===== config.mk =====
export PLATFORM = sky130hd
export DESIGN_NAME = data_sync_hs_flat
export DESIGN_NICKNAME = d
export VERILOG_FILES = /design/src/rtl/data_sync_hs_if.sv /design/src/rtl/data_sync_hs.sv /design/src/flat_wrapper.sv
export SDC_FILE = /design/constraint.sdc
export NUM_CORES = 1
export LEC_CHECK = 0
export ABC_AREA = 0
export BUFFER_PORTS_ARGS = -buffer_cell sky130_fd_sc_hd__buf_4
export CORE_UTILIZATION = 40
export CTS_BUF_LIST = sky130_fd_sc_hd__clkbuf_4 sky130_fd_sc_hd__clkbuf_8
export CTS_CLUSTER_SIZE = 16
export DETAILED_ROUTE_END_ITERATION = 10
export GPL_ROUTABILITY_DRIVEN = 1
export PLACE_DENSITY = 0.69
export REMOVE_ABC_BUFFERS = 1
export SLEW_MARGIN = 30
export SYNTH_ARGS = -nofsm -noshare
export SYNTH_HDL_FRONTEND = slang
export SYNTH_SLANG_ARGS = --single-unit
export TNS_END_PERCENT = 100

===== constraint.sdc =====
create_clock -name CLK -period 1.3 [get_ports CLK]
set_clock_uncertainty 0.1 [all_clocks]
set_input_delay 0.13 -clock CLK [delete_from_list [all_inputs] [get_ports CLK]]
set_output_delay 0.13 -clock CLK [all_outputs]
set_load 0.01 [all_outputs]

===== src/rtl/data_sync_hs_if.sv =====
// Handshake bundle between a source-domain word/toggle producer, the consumer and data_sync_hs.
// Latency: none, this file only groups wires.
// Backpressure: none here; the consumer paces reads with DST_RD, and the source is paced by ACK_TGL or by rate limiting.
//
// Signals:
//   UNSYNC_BUS   source word, held stable from a REQ_TGL change until it is acked or consumed
//   REQ_TGL      source request toggle, one change per new word
//   DST_RD       consumer read strobe
//   SYNC_BUS     captured word
//   VALID        SYNC_BUS holds an unread word
//   ENABLE_PULSE one-cycle pulse on each capture
//   OVERRUN      sticky flag for a dropped word
//   ACK_TGL      toggle returned to the source for each consumed word
// Modports:
//   master  source plus consumer side
//   slave   the synchronizer
interface data_sync_hs_if #(
    parameter int BUS_WIDTH = 8
);
    logic [BUS_WIDTH-1:0] UNSYNC_BUS;
    logic                 REQ_TGL;
    logic                 DST_RD;
    logic [BUS_WIDTH-1:0] SYNC_BUS;
    logic                 VALID;
    logic                 ENABLE_PULSE;
    logic                 OVERRUN;
    logic                 ACK_TGL;

    modport master (
        output UNSYNC_BUS, REQ_TGL, DST_RD,
        input  SYNC_BUS, VALID, ENABLE_PULSE, OVERRUN, ACK_TGL
    );

    modport slave (
        input  UNSYNC_BUS, REQ_TGL, DST_RD,
        output SYNC_BUS, VALID, ENABLE_PULSE, OVERRUN, ACK_TGL
    );
endinterface


===== src/rtl/data_sync_hs.sv =====
// Destination-side toggle-handshake bus synchronizer: it captures a source word on each REQ_TGL change and holds it until it is read.
// Latency: a REQ_TGL change first sampled at posedge k updates SYNC_BUS, VALID and ENABLE_PULSE at posedge k+NUM_STAGES.
// Backpressure: there is none toward the source. A word that arrives while the held word is unread is dropped and sets OVERRUN.
//
// Ports:
//   CLK  destination clock; all logic runs on posedge
//   RST  synchronous active-high reset, with priority over every other input
//   bus  data_sync_hs_if.slave bundle: UNSYNC_BUS, REQ_TGL and DST_RD in; SYNC_BUS, VALID,
//        ENABLE_PULSE, OVERRUN and ACK_TGL out
// Optional feature:
//   `define DATA_SYNC_HS_ACK_EN builds the ACK_TGL flop. Without it, ACK_TGL is tied to 0.
module data_sync_hs #(
    parameter int NUM_STAGES = 2,
    parameter int BUS_WIDTH  = 8
) (
    input  logic           CLK,
    input  logic           RST,
    data_sync_hs_if.slave  bus
);
    // Request synchronizer chain plus the edge-detect flop.
    logic [NUM_STAGES-1:0] r_req_s;
    logic                  r_req_d;
    logic                  w_edge;

    // VALID is the whole FSM state: 0 = EMPTY, 1 = FULL.
    logic                  r_valid;
    logic                  w_valid_nxt;

    logic [BUS_WIDTH-1:0]  r_sync_bus;
    logic                  r_enable_pulse;
    logic                  r_overrun;

    logic                  w_accept;
    logic                  w_capture;
    logic                  w_drop;

    always_ff @(posedge CLK) begin
        if (RST) begin
            r_req_s <= '0;
            r_req_d <= 1'b0;
        end else begin
            r_req_s <= {r_req_s[NUM_STAGES-2:0], bus.REQ_TGL};
            r_req_d <= r_req_s[NUM_STAGES-1];
        end
    end

    assign w_edge = r_req_s[NUM_STAGES-1] ^ r_req_d;

    // State register.
    always_ff @(posedge CLK) begin
        if (RST) begin
            r_valid <= 1'b0;
        end else begin
            r_valid <= w_valid_nxt;
        end
    end

    // Next-state logic. A read and a new edge in the same cycle keep the FSM FULL.
    always_comb begin
        w_valid_nxt = r_valid;
        if (!r_valid) begin
            if (w_edge) begin
                w_valid_nxt = 1'b1;
            end
        end else if (bus.DST_RD && !w_edge) begin
            w_valid_nxt = 1'b0;
        end
    end

    // Action decode. In FULL, an edge is captured only if the held word is read in the same cycle.
    always_comb begin
        w_accept  = r_valid & bus.DST_RD;
        w_capture = w_edge & (~r_valid | bus.DST_RD);
        w_drop    = w_edge & r_valid & ~bus.DST_RD;
    end

    always_ff @(posedge CLK) begin
        if (RST) begin
            r_sync_bus     <= '0;
            r_enable_pulse <= 1'b0;
            r_overrun      <= 1'b0;
        end else begin
            r_enable_pulse <= w_capture;
            if (w_capture) begin
                r_sync_bus <= bus.UNSYNC_BUS;
            end
            if (w_drop) begin
                r_overrun <= 1'b1;
            end
        end
    end

`ifdef DATA_SYNC_HS_ACK_EN
    // One inversion per consumed word, including a read that coincides with a capture.
    logic r_ack_tgl;

    always_ff @(posedge CLK) begin
        if (RST) begin
            r_ack_tgl <= 1'b0;
        end else if (w_accept) begin
            r_ack_tgl <= ~r_ack_tgl;
        end
    end

    assign bus.ACK_TGL = r_ack_tgl;
`else
    logic w_unused_accept;
    assign w_unused_accept = w_accept;
    assign bus.ACK_TGL     = 1'b0;
`endif

    assign bus.SYNC_BUS     = r_sync_bus;
    assign bus.VALID        = r_valid;
    assign bus.ENABLE_PULSE = r_enable_pulse;
    assign bus.OVERRUN      = r_overrun;
endmodule


===== src/flat_wrapper.sv =====
// flat-port wrapper written by rule: the top's interface ports become plain ports
module data_sync_hs_flat 
#(
    parameter int NUM_STAGES = 2,
    parameter int BUS_WIDTH  = 8
)
  (CLK, RST, bus_UNSYNC_BUS, bus_REQ_TGL, bus_DST_RD, bus_SYNC_BUS, bus_VALID, bus_ENABLE_PULSE, bus_OVERRUN, bus_ACK_TGL);
  data_sync_hs_if #(.BUS_WIDTH(BUS_WIDTH)) bus_i ();
  input  logic CLK;
  input  logic RST;
  input wire logic [$bits(bus_i.UNSYNC_BUS)-1:0] bus_UNSYNC_BUS;
  input wire logic [$bits(bus_i.REQ_TGL)-1:0] bus_REQ_TGL;
  input wire logic [$bits(bus_i.DST_RD)-1:0] bus_DST_RD;
  output wire logic [$bits(bus_i.SYNC_BUS)-1:0] bus_SYNC_BUS;
  output wire logic [$bits(bus_i.VALID)-1:0] bus_VALID;
  output wire logic [$bits(bus_i.ENABLE_PULSE)-1:0] bus_ENABLE_PULSE;
  output wire logic [$bits(bus_i.OVERRUN)-1:0] bus_OVERRUN;
  output wire logic [$bits(bus_i.ACK_TGL)-1:0] bus_ACK_TGL;
  assign bus_i.UNSYNC_BUS = bus_UNSYNC_BUS;
  assign bus_i.REQ_TGL = bus_REQ_TGL;
  assign bus_i.DST_RD = bus_DST_RD;
  assign bus_SYNC_BUS = bus_i.SYNC_BUS;
  assign bus_VALID = bus_i.VALID;
  assign bus_ENABLE_PULSE = bus_i.ENABLE_PULSE;
  assign bus_OVERRUN = bus_i.OVERRUN;
  assign bus_ACK_TGL = bus_i.ACK_TGL;
  data_sync_hs #(.NUM_STAGES(NUM_STAGES), .BUS_WIDTH(BUS_WIDTH)) u_core (.CLK(CLK), .RST(RST), .bus(bus_i));
endmodule

* Word level (Yosys, flattened, before mapping)
Index checks and enable logic that the tools add are counted.
** Operators by class
- Muxes and demuxes :: 3
- Add/sub/neg operators :: 0
- Magnitude comparators :: 0
- Multipliers :: 0
- Reductions and logical operators :: 2
- Divide/modulo/power cells :: 0
- Equality and inequality tests :: 0
- Bitwise operators :: 7
- Shift operators :: 0
** Operators with widths (count)
- bitwise AND 1 bit :: 3
- 2-to-1 mux 1 bit :: 3
- inverter 1 bit :: 2
- logical AND 1 bit :: 1
- logical NOT 1 bit :: 1
- OR 1 bit :: 1
- XOR 1 bit :: 1
** Storage, ports and cells
- Memory bits (read-only) :: 0
- Output and inout port bits :: 12
- Input port bits :: 12
- Memories kept :: 0
- Bits in writable memories :: 0
- Bits in latches :: 0
- Logic and storage cells :: 18
- Register bits :: 14

* Logic depth before layout (Yosys ltp)
- Depth in word-level cells :: 5
- Mapped depth :: 3
- Mapped depth without buffers :: 3

* Worst setup path before layout
OpenSTA, ideal clock, no wires.
- Path kind :: register -> register
- Start point :: reg u_core.r_req_s[1]
- End point :: reg u_core.r_sync_bus[0], in the netlist u_core.bus.SYNC_BUS[0]
- Setup time :: 72 ps
- Slack :: 202 ps
- Clock period less this slack :: 1098 ps
- Path buffers :: 0
- Cell stages (with the launch flop) :: 4
- Data arrival time :: 927 ps
- Data required time :: 1128 ps
- Path through :: dfxtp_1 -> xnor2_2 -> nor2_4 -> mux2i_1
** On the way
- Word-level cells in the longest chain between the ends :: 2
** Ends and longest elaborated chain
- from (decl) :: RTL line data_sync_hs.sv:21 : logic [NUM_STAGES-1:0] r_req_s;
- from (signal assigned) :: RTL line data_sync_hs.sv:42 : r_req_s <= {r_req_s[NUM_STAGES-2:0], bus.REQ_TGL};
- XOR 1 bit :: RTL line data_sync_hs.sv:47 : assign w_edge = r_req_s[NUM_STAGES-1] ^ r_req_d;
- bitwise AND 1 bit :: RTL line data_sync_hs.sv:73 : w_capture = w_edge & (~r_valid | bus.DST_RD);
- to (signal assigned) :: RTL line data_sync_hs.sv:85 : r_sync_bus <= bus.UNSYNC_BUS;
- to (decl) :: RTL line data_sync_hs.sv:29 : logic [BUS_WIDTH-1:0] r_sync_bus;
Every way passes these cells.
A chain may end at the register's enable or synchronous reset.

* Worst setup path after layout
- Start point :: reg u_core.r_req_s[1]
- End point :: reg u_core.r_sync_bus[6], in the netlist u_core.bus.SYNC_BUS[6]
Same word-level chain as after synthesis.

==> out/results.ini <==
[synthesis]
synth_simple_gate_area_frac=0.2727
syn-cell-area_um2=564.3
synth_commonest_cells=nand2b_1, dfxtp_1, mux2i_1
synth-xor-area-share=0.02882
yosysMostFrequentCell=nand2b_1
synth-main-ff-cell=dfxtp_1
synth_area_leaders=dfxtp_1, nand2b_1, mux2i_1
synth-compound-area-share=0.02661
async_reset_ff_frac=0
syn_avg_cell_area_um2=10.65
ys_types=14
synth-seq-cells=14
yosys_warnings=0
synth_top_family_by_area=simple AND/OR/NAND/NOR gates
synth_top_area_frac=0.4967
synth-edff-count=0
syn_inst=53
synthMuxAreaShare=0.1419
synth_fa_ha_area_frac=0
yosysSeqAreaShare=0.4967
yosysTopAreaCell=dfxtp_1

[route]
ant_nets=0
firstDrtPassIters=4
drc=0
post_drt_wl_per_cell_um=9.604
dr_total_vias=413
finalWirelength_um=874
viasPerCell=4.538
drt-initial-drc-count=6

[floorplan]
rows=13
die_w_um=39.56
dieArea_um2=1565
pin_count=24
fp.coreArea_um2=1301
initial_core_util=0.4337
chipHeight_um=39.56

[cells_and_area]
antennaDiodeCount=0
syn2layout_area_growth_pct=35.70
layout-drive-gt1-share=0.3684
fin_area_um2=765.7
fin_nets=90
finish.utilization=0.5885
instances_no_fill=91

[power]
ir_worst_vdd_v=0.0005075
leakage_nw=0.3348
powerDensity_nw_per_um2=1058
pwr-share-comb=0.147
internal_power_mw=0.6278
sw_frac_of_total=0.2247
p_seq_frac=0.567
switching_power_mw=0.1820
total_power_mw=0.8098
p_clk_frac=0.286

[placed_design]
port_buffers=22
place_hpwl_um=613.6
dp_cells=87
place_area_um2=733.2
place.gp.congestion=0.5751
pre_cts_ws_ns=0.1032

[clocking]
cts_resized=0
clkSlewWorstSetupHoldPaths_ns=0.08
cts_tree=built
cts_buffers=3
cts_setup_buffers=0
root_buffer=clkbuf_4
holdBufCountCts=1
clk_latency_ns=0.27
htreeDepth=1
clock_sinks=14
clockBufferDepth=2

[timing]
period_needed_ns=1.200
grt_setup_unrepaired=no
fin_ws_ns=0.09989
clock.fmax_mhz=833.3
setup_viol=0
holdWs_ns=0.02264
fin_crit_sh=0.9232
hold_viol=0
timing.setup.tns_ns=0
slew_violations=0

[critical_path]
crit_arrival_ns=1.30
worst-setup-path-type=reg2reg
path_max_fanout=8
worst-path-buf-inv=0
critical_path.cell_chain=xnor2_2 -> nor2_4 -> mux2i_1
cpMaxStageDelayCell=dfxtp_1
crit_required_ns=1.40
path_delay_family=flip-flops
cpPeakStageDelay_ns=0.33
start_kind=flop
setup.worst_path.end_class=flop

[run]
maxCapViolations=0

[worst_hold_path]
min_path_type=in2reg

[grt]
grtUsageTotal=0.1444
grt-ovfl-total=0
grt_max_degree=23
grt_pass1_vias=347
grt_pass1_wl_mm=1.366
antenna_found_initial=0

[outcome]
status=finished clean

power by group through the flow:
stage	Clock [mW]	Combinational, mW	Sequential (mW)
3_5_place_dp	0	0.118	0.469
2_1_floorplan	0	0.0492	0.476
5_1_grt	0.263	0.131	0.461
6_report	0.232	0.119	0.459
3_3_place_gp	0	0.117	0.468
4_1_cts	0.243	0.121	0.459
cells in the final DEF (no fill, tap or decap):
cell type and count:
buf_4 22, nand2b_1 17, dfxtp_1 14, mux2i_1 8, nor2b_1 3, clkbuf_4 3
xnor2_2 1, nor3_1 1, nor2_4 1, a21oi_1 1, nor2b_2 1, nor2_1 1
o21ba_1 1, conb_1 1, dlygate4sd3_1 1
per-layer routing:
| layer | GRT usage | share of wire | vias to the layer above |
|---|---|---|---|
| met4 | 0.1034 | 0.011 | 0 |
| met2 | 0.2254 | 0.46 | 16 |
| met3 | 0.06818 | 0.074 | 2 |
| li1 | - | - | 213 |
| met5 | 0 | 0 | - |
| met1 | 0.1488 | 0.45 | 182 |
worst reg2reg max path, stage by stage (launching register included):
cell and delay, ns:
dfxtp_1 0.33, xnor2_2 0.18, nor2_4 0.29, mux2i_1 0.23
area by class of cell:
type | count | area (µm²)
Clock buffer | 3 | 22.52
Fill cell | 128 | 535.5
Multi-Input combinational cell | 36 | 269.0
Sequential cell | 14 | 280.3
Tap cell | 15 | 18.77
Timing Repair Buffer | 23 | 175.2
state kept, by name, summed over array words and instances (netlist names):
name / count
u_core.bus.VALID: 1
u_core.bus.SYNC_BUS: 8
u_core.r_req_s: 2
u_core.r_req_d: 1
u_core.bus.OVERRUN: 1
u_core.bus.ENABLE_PULSE: 1
cell families after synthesis:
family                 after synthesis
AO/OA/AOI/OAI                        2
XOR/XNOR                             1
buffers and inverters                3
flip-flops                          14
multiplexers                         8
other                                1
AND/OR/NAND/NOR                     24
final timing paths:
kind / start / depth (start not counted) / to / slack [ns]
hold / removal: bus_UNSYNC_BUS[0] / 3 / u_core.bus.SYNC_BUS[0]$_SDFFE_PP0P_ / 0.02
setup reg to reg: u_core.r_req_s[1]$_SDFF_PP0_ / 3 / u_core.bus.SYNC_BUS[6]$_SDFFE_PP0P_ / 0.1
setup / recovery: u_core.r_req_s[1]$_SDFF_PP0_ / 3 / u_core.bus.SYNC_BUS[6]$_SDFFE_PP0P_ / 0.1
hold reg to reg: u_core.r_req_s[0]$_SDFF_PP0_ / 1 / u_core.r_req_s[1]$_SDFF_PP0_ / 0.36
Note: power is estimated with default switching activity, not from simulation.
